--- src/rtl/rename_sched.sv ---
// Rename-stage sequencer: dispatch gating on free registers, free-list return
// arbitration (commit over walk) and the mispredict-recovery walk of the ROB.
module rename_sched #(
    parameter int NUM_PHYS  = 32,
    parameter int PHYS_W    = 5,
    parameter int ARCH_W    = 5,
    parameter int ROB_IDX_W = 4
) (
    input  logic                 clk,
    input  logic                 reset,
    input  logic                 disp_valid,
    input  logic [ARCH_W-1:0]    disp_arch_dest,
    output logic                 disp_ready,
    input  logic                 commit_valid,
    input  logic [PHYS_W-1:0]    commit_old_phys,
    input  logic                 flush_req,
    input  logic [ROB_IDX_W:0]   flush_cnt,
    input  logic [ROB_IDX_W-1:0] flush_tail_idx,
    output logic [ROB_IDX_W-1:0] walk_idx,
    input  logic                 walk_has_dest,
    input  logic [ARCH_W-1:0]    walk_arch_dest,
    input  logic [PHYS_W-1:0]    walk_new_phys,
    input  logic [PHYS_W-1:0]    walk_old_phys,
    output logic                 fl_assign,
    output logic                 fl_ret_valid,
    output logic [PHYS_W-1:0]    fl_ret_phys,
    output logic                 rat_restore_valid,
    output logic [ARCH_W-1:0]    rat_restore_arch,
    output logic [PHYS_W-1:0]    rat_restore_phys,
    output logic                 busy,
    output logic [PHYS_W:0]      free_cnt,
    output logic                 err_flush_overlap
);

    typedef enum logic {RUN, RECOVER} state_t;

    localparam logic [PHYS_W:0]    FREE_MAX = (PHYS_W+1)'(NUM_PHYS - 1);
    localparam logic [ROB_IDX_W:0] REM_ONE  = (ROB_IDX_W+1)'(1);

    state_t               state;
    logic [ROB_IDX_W:0]   rem;
    logic                 recover;
    logic                 walk_consume;
    logic                 walk_ret;

    // A walk entry with a destination needs the return port, so it waits out a commit.
    assign recover      = (state == RECOVER);
    assign walk_ret     = recover && walk_has_dest && !commit_valid;
    assign walk_consume = recover && !(walk_has_dest && commit_valid);

    assign disp_ready        = !recover && !flush_req && (free_cnt != '0 || disp_arch_dest == '0);
    assign fl_assign         = disp_valid && disp_ready && (disp_arch_dest != '0);
    assign fl_ret_valid      = commit_valid || walk_ret;
    assign fl_ret_phys       = commit_valid ? commit_old_phys : walk_new_phys;
    assign rat_restore_valid = walk_ret;
    assign rat_restore_arch  = walk_arch_dest;
    assign rat_restore_phys  = walk_old_phys;
    assign busy              = recover;

    always_ff @(posedge clk) begin
        if (reset) begin
            state             <= RUN;
            walk_idx          <= '0;
            rem               <= '0;
            free_cnt          <= FREE_MAX;
            err_flush_overlap <= 1'b0;
        end else begin
            free_cnt <= free_cnt - {{PHYS_W{1'b0}}, fl_assign} + {{PHYS_W{1'b0}}, fl_ret_valid};
            case (state)
                RUN: begin
                    if (flush_req && flush_cnt != '0) begin
                        state    <= RECOVER;
                        walk_idx <= flush_tail_idx;
                        rem      <= flush_cnt;
                    end
                end
                RECOVER: begin
                    if (flush_req) begin
                        err_flush_overlap <= 1'b1;
                    end
                    // Walk goes youngest to oldest, wrapping through index 0.
                    if (walk_consume) begin
                        walk_idx <= walk_idx - 1'b1;
                        rem      <= rem - 1'b1;
                        if (rem == REM_ONE) begin
                            state <= RUN;
                        end
                    end
                end
                default: state <= RUN;
            endcase
        end
    end

    always_ff @(posedge clk) begin
        if (!reset) begin
            assert (free_cnt <= FREE_MAX);
        end
    end

endmodule

--- config.mk ---
export PLATFORM = sky130hd
export DESIGN_NAME = rename_sched
export DESIGN_NICKNAME = d
export VERILOG_FILES = /design/src/rtl/rename_sched.sv
export SDC_FILE = /design/constraint.sdc
export NUM_CORES = 1
export LEC_CHECK = 0
export ABC_CLOCK_PERIOD_IN_PS = 2800
export BUFFER_PORTS_ARGS = -buffer_cell sky130_fd_sc_hd__buf_2
export CAP_MARGIN = 10
export CELL_PAD_IN_SITES_DETAIL_PLACEMENT = 1
export CELL_PAD_IN_SITES_GLOBAL_PLACEMENT = 1
export CORE_ASPECT_RATIO = 0.7
export CORE_MARGIN = 4
export CORE_UTILIZATION = 27
export CTS_BUF_LIST = sky130_fd_sc_hd__clkbuf_16
export DETAILED_ROUTE_END_ITERATION = 12
export GPL_TIMING_DRIVEN = 0
export HOLD_SLACK_MARGIN = 0.02
export PLACE_DENSITY = 0.77
export RECOVER_POWER = 25
export SLEW_MARGIN = 15
export SYNTH_ARGS = -nofsm -noshare
export SYNTH_HDL_FRONTEND = slang
export SYNTH_SLANG_ARGS = --single-unit
--- constraint.sdc ---
create_clock -name clk -period 2.8 [get_ports clk]
set_clock_uncertainty 0.05 [all_clocks]
set_input_delay 0.28 -clock clk [delete_from_list [all_inputs] [get_ports clk]]
set_output_delay 0.28 -clock clk [all_outputs]
set_load 0.01 [all_outputs]
==> metrics, run 1 <==
Max clock buf depth 2; hold_ws ~0.27 ns; CP required ~2.9 ns; met1 Use GR 17.0%; Crit. End Element flop; HPWL Detailed 3060 um; number of CTS-inserted buffers 3; status finished, final reports clean; most numerous cell in the Yosys netlist inv_1; Clock Latency Late Sink roughly 0.26 ns; Clock Pin Slew Worst Setup and Hold Paths ~0.06 ns; sequential area share after synthesis about a quarter; main combinational cell family by area after synthesis compound AO/OA/AOI/OAI gates; GR peak layer met2; Tmin final 2.57 ns; Net Count, Synth 212; synthesized area between 1000 and 1500 um^2; Ys Warns 0; Post-synth top cells inv_1, dfxtp_1, nand2_1, a21oi_1, ha_1; crit path launch type flop; Static Leak 0.855 nW; Yosys top cell by area dfxtp_1; Setup TNS 0 ns; multi-input logic area 788 um^2; CP cell instances clkbuf_8, clkbuf_1, nand2_1, nand2b_1, ha_1, inv_1, fa_1, nand2b_1, a21oi_2, o21a_1, o21ai_1; total number of vias 1341; met3 global-route usage 4.58%; starting density of the core between 20 and 30%; # port buffers 59; placed insts 274; Post-synth ARST share 0%; Worst Setup SP busy; Worst Tran Pin Value 0.559 ns; critical path arrival 2.66 ns; aggregate global routing overflow 0; Final Max Slew Viols 0; final instance area 1740 um^2; TritonCTS clock tree yes; Final ANT Viol Nets 0; Slew HR 62.8%; period utilization 91.8%; CP max stage cell fa_1; Iter 0 DRT Violations 43; Pre-antenna DRT Iters 4; Post-Synthesis Cells 160; RSZ-0062 raised after global routing false; core area 4450 um^2; area grow syn2layout 36.4%; Synth top area share 26.6%; number of global-route vias before repair 1384; Sink Count 17; layout cells sized above 1 34.1%; Min-Delay Path Class in2reg; Crit Path Class reg2reg; Routed WL per cell roughly 14 um; GP Congestion 0.802; final hold vios 0; largest cells by area after synthesis dfxtp_1, ha_1, buf_4; die footprint 5910 um^2; Sequential Area 344 um^2; mux cell area share after synthesis between 5 and 6%; Critical Path Max Stage Delay 0.40 ns; max_cap viols 0; pin count of the biggest net entering global routing 11; Max VDD drop 0.187 mV; switching power 0.000426 W; Simple-Gate Fraction of Synth Area 18.4%; initial antenna violation count 0; hold_buf cts 0; Vias/cell 4.82; all-layer global routing usage 13.4%; Main synth FF type dfxtp_1; Nets around 280; post-synthesis compound-gate area fraction 23.0%; met2 GRT Util 21.8%; n_diodes 0; first-pass GRT wire length 6440 um; Site Rows 20; Post-synth EDFFs 0; Post-Synth Adder-Cell Area between 10% and 20%; Yosys cell types 40; DRC 0; clk root buf clkbuf_16; Layout Cells excl Fill 278; Crit Path Max Fanout 19; Comb power frac 44.2%; fmax 389 MHz; Crit path buffers/inverters 3; endpoints failing setup 0; Clock power frac 26.2%; Syn Area/Cell 7.98 um^2; io pins 71; chip height 65.6 um; Placed Area 1650 um^2; H-tree depth 1; Seq cells post-synth 17; power per cell area 655 nW/um^2; Sw Ratio 37.3%; filler cell count between 500 and 600; die width 90.2 um; Post-Synth XOR/XNOR Area 1.37%; hold path start flush_tail_idx[0]; Crit path max-delay family buffers and inverters; register share of total power 29.5%; worst reg2reg startpoint busy; total wire length 3820 um; CP dominant cell by count nand2b_1; Int Pwr 0.000716 W
## sequential cells by signal, indices dropped and copies added, names as in the netlist
register and cells:
rem 5, err_flush_overlap 1, walk_idx 4, free_cnt 6, busy 1
## layout make-up
class,instances,area share (%)
multi-input cells,109,45.2
flip-flops and latches,17,19.7
repair buffers,60,16.7
plain buffers,14,5.74
clock buffers,3,4.31
inverters,19,4.09
well taps,55,3.95
clock inverters,1,0.287
## path summary, 6_finish.rpt
path | endpoint | slack [ns] | cells after the start
min | walk_idx[0] | 0.27 | 3
max | free_cnt[4] | 0.23 | 11
min reg2reg | rem[4] | 0.44 | 2
max reg2reg | free_cnt[4] | 0.23 | 11
## routing by layer
layer	share of wire (%)	vias to the layer above
li1	-	676
met1	49	615
met2	43	46
met3	7.3	4
met4	1.2	0
met5	0	-
## cell families (layout without fill, tap and decap cells)
logic type | count (synthesis) | after routing
flops | 17 | 17
simple gates | 46 | 46
buf+inv | 34 | 97
xor+xnor | 2 | 2
compound gates | 43 | 43
mux | 6 | 6
fa+ha+maj | 12 | 12
## timing repair
action | 4_1_cts | 5_1_grt
resized for setup | 7 | 4
setup endpoints to repair | 4 | 1
pin swaps | 1 | 2
buffers inserted | 1 | 0
## worst register-to-register path, cell delays in order, from the launching register on
cell and delay [ns]:
dfxtp_2 0.39, clkbuf_8 0.23, clkbuf_1 0.38, nand2_1 0.14, nand2b_1 0.13, ha_1 0.17
inv_1 0.05, fa_1 0.40, nand2b_1 0.18, a21oi_2 0.16, o21a_1 0.12, o21ai_1 0.06
## cells in the final DEF (no fill, tap or decap), types with 2 or more instances in the layout
cell type  count
a21oi_1       11
a21oi_2        2
a41o_1         2
buf_2         49
buf_4         11
clkbuf_1      13
clkbuf_16      3
dfxtp_1       14
dfxtp_2        3
ha_1          11
inv_1         19
mux2_1         5
nand2_1       17
nand2b_1       2
nand3_1        2
nand3b_1       2
nor2_1         4
nor2b_1        4
nor3_1         3
nor4_1         3
o211ai_1       2
o21a_1         2
o21ai_0        4
o21ai_1       10
o31a_1         2
or4_1          2
## through the flow
step	power, W	utilization, %	setup WS (ns)
finish	0.00114	39.1	0.231
global route	0.00124	39.1	0.00115
CTS	0.00115	39.4	0.0221
detailed placement	0.000833	37.0	-0.381
global placement	0.000817	37.0	-0.367
floorplan	0.000679	-	0.00226
## power by group through the flow
stage | sequential [W] | combinational (W) | clock [W]
5_1_grt | 0.000345 | 0.000579 | 0.000317
6_report | 0.000337 | 0.000505 | 0.000300
3_3_place_gp | 0.000338 | 0.000479 | 0
2_1_floorplan | 0.000347 | 0.000332 | 0
4_1_cts | 0.000335 | 0.000511 | 0.000307
3_5_place_dp | 0.000340 | 0.000494 | 0
No activity file was read; power rests on OpenSTA's default activity.
==> run 2: changes to the inputs <==
Settings changed: ABC_CLOCK_PERIOD_IN_PS 2800 to 2500, CORE_UTILIZATION 27 to 30, PLACE_DENSITY 0.77 to 0.81.
Clock period 2.8 ns to 2.5 ns, I/O delays scaled along.
==> run 2 against run 1 <==
Via count increased by 3.1%; first-iteration DRC count is 40% higher; critical endpoint unchanged; clock power increased by 10%; global-route usage is 1.8 points higher; setup slack got worse by 0.23 ns; count of clock-buffer cells in the layout stayed put.
==> metrics, run 2 (same netlist as run 1, synthesis figures left out) <==
layout cells sized above 1 42.2% (+8.1 points); n_diodes 0 (unchanged); hold_ws 0.262 ns (-0.00851 ns); Sink Count 17 (unchanged); fmax 401 MHz (+3.0%); Pre-antenna DRT Iters 4 (unchanged); # port buffers 59 (unchanged); total wire length 4360 um (+14%); Layout Utilization 45.9% (+6.8 points); RSZ-0062 raised after global routing true; Iter 0 DRT Violations 60 (+40%); Tmin final 2.50 ns (-0.0744 ns); Clock Latency Late Sink 0.25 ns (about the same); all-layer global routing usage 15.1% (+1.8 points); Max clock buf depth 2 (unchanged); die footprint 5380 um^2 (-9.0%); Clock Pin Slew Worst Setup and Hold Paths 0.06 ns (about the same); pin count of the biggest net entering global routing 20 (+9); worst reg2reg startpoint free_cnt[5]; Final Max Slew Viols 0 (unchanged); initial antenna violation count 0 (unchanged); chip height 62.6 um (-4.5%); aggregate global routing overflow 0 (unchanged); period utilization 99.8% (+8.0 points); final hold vios 0 (unchanged); Crit Path Max Fanout 2 (-17); filler cell count 495 (-13%); number of global-route vias before repair 1403 (+1.4%); first-pass GRT wire length 6520 um (+1.2%); clk root buf clkbuf_16; hold endpoint walk_idx[0]; most common cell after layout, fill and taps aside buf_2; Layout Cells excl Fill 277 (-0.36%); max_cap viols 0 (unchanged); reg2reg setup slack 0.005 ns (-0.23 ns); commonest non-fill, non-tap cells in the layout buf_2, nand2_1, inv_1, buf_4, dfxtp_1; Top Registers free_cnt: 6 flops, rem: 5 flops, walk_idx: 4 flops; Worst R2R Path Depth 14 (+3); Setup TNS 0 ns (unchanged); CP cell instances inv_1, ha_2, nand2_4, nor3_4, nor3_4, ha_4, inv_4, ha_4, inv_4, fa_2, nand2b_4, a21oi_4, o21a_1, o21ai_1; Crit Path Class reg2reg; Final ANT Viol Nets 0 (unchanged); hold_buf cts 0 (unchanged); Tot Pwr 0.00144 W (+26%); GP Congestion 0.781 (-2.6%); TritonCTS clock tree yes; status finished, final reports clean; power per cell area 781 nW/um^2 (+19%); hold path start flush_tail_idx[0]; starting density of the core 31.8% (+3.1 points); Vias/cell 4.99 (+3.5%); Min-Delay Path Class in2reg; placed insts 271 (-1.1%); Top reg by flops free_cnt; Worst Tran Pin Value 0.585 ns (+0.0263 ns); Routed WL per cell 15.8 um (+15%); total number of vias 1383 (+3.1%); CP required 2.58 ns (-0.31 ns); die width 86.0 um (-4.7%); worst reg2reg path endpoint free_cnt[4]; Max VDD drop 0.395 mV (+110%); io pins 71 (unchanged); Nets 278 (+0.72%); crit path launch type flop; Critical Path Max Stage Delay 0.37 ns (-0.03 ns); H-tree depth 1 (unchanged); Crit. End Element flop; Largest register FFs 6 (unchanged); endpoints failing setup 0 (unchanged); area grow syn2layout 44.5%; Static Leak 0.881 nW (+3.1%); core area 4020 um^2 (-9.8%); Site Rows 19 (-5.0%); CP max stage cell fa_2; HPWL Detailed 3200 um (+4.6%); Slew HR 61.0% (-1.8 points); hold-critical path depth 3 (unchanged); number of CTS-inserted buffers 3 (unchanged); DRC 0 (unchanged); critical path arrival 2.57 ns (-0.09 ns)
run 2: cell count changes in the layout (fill, tap and decap cells not counted), moves of 2 or more:
cell / previous run / this run
buf_4: 11 / 14
ha_1: 11 / 7
ha_4: 0 / 3
inv_1: 19 / 14
inv_2: 0 / 3
inv_4: 0 / 2
nand2_1: 17 / 15
nor3_4: 0 / 2
run 2: layer usage:
| metal | vias to the layer above | track usage, % | part of all wire, % | wire (um) |
|---|---|---|---|---|
| li1 | 682 | - | - | - |
| met1 | 648 | 18.0 | 42 | 1840 |
| met2 | 45 | 26.5 | 49 | 2140 |
| met3 | 8 | 4.08 | 6.9 | 300 |
| met4 | 0 | 3.95 | 2.0 | 89 |
| met5 | - | 0 | 0 | 0 |
run 2: what timing repair did:
action                                  4_1_cts  5_1_grt
gates resized for setup                       5       18
cloned                                        0        0
endpoints found under the setup margin        2        4
setup buffers                                 2        2
pin swaps                                     1        8
run 2: power by group:
part	leakage [nW]	total, W	internal, W	switching, W
logic	0.699	0.000717	0.000333	0.000383
registers	0.141	0.000393	0.000329	0.0000636
clock network	0.0409	0.000331	0.000214	0.000117
total	0.881	0.00144	0.000877	0.000564
run 2: final cells by class:
type / instances / area (um^2) / share of cell area (%)
tap: 52 / 65.1 / 3.53
timing repair buffer: 63 / 313 / 16.9
buffer: 13 / 87.6 / 4.75
sequential: 17 / 348 / 18.8
clock inverter: 1 / 5.00 / 0.271
multi-input combinational: 109 / 876 / 47.5
clock buffer: 3 / 75.1 / 4.07
inverter: 19 / 76.3 / 4.14
run 2: per-stage QoR:
stage	worst slack, ns	cell area, um^2
final	0.00495	1850
after global routing	-0.104	1850
after CTS	0.00742	1800
after detailed placement	-0.211	1700
after global placement	-0.211	1700
after floorplan	-0.0155	1340
run 2: worst max-delay path by stage:
| stage | slack [ns] | start | cells past startpoint | endpoint |
|---|---|---|---|---|
| floorplan | -0.02 | busy | 14 | free_cnt[4] |
| global placement | -0.21 | disp_arch_dest[0] | 13 | free_cnt[4] |
| detailed placement | -0.21 | disp_arch_dest[0] | 13 | free_cnt[4] |
| CTS | 0.007 | free_cnt[3] | 14 | free_cnt[4] |
| global route | -0.10 | free_cnt[5] | 14 | free_cnt[4] |
| finish | 0.005 | free_cnt[5] | 14 | free_cnt[4] |
run 2: critical path: cells and delay by family (launching register included):
family / cells / cell delay [ns]
buffers and inverters: 3 / 0.15
and+or+nand+nor: 4 / 0.53
DFF: 1 / 0.35
adders and majority gates: 4 / 0.93
AOI/OAI and AO/OA: 3 / 0.36
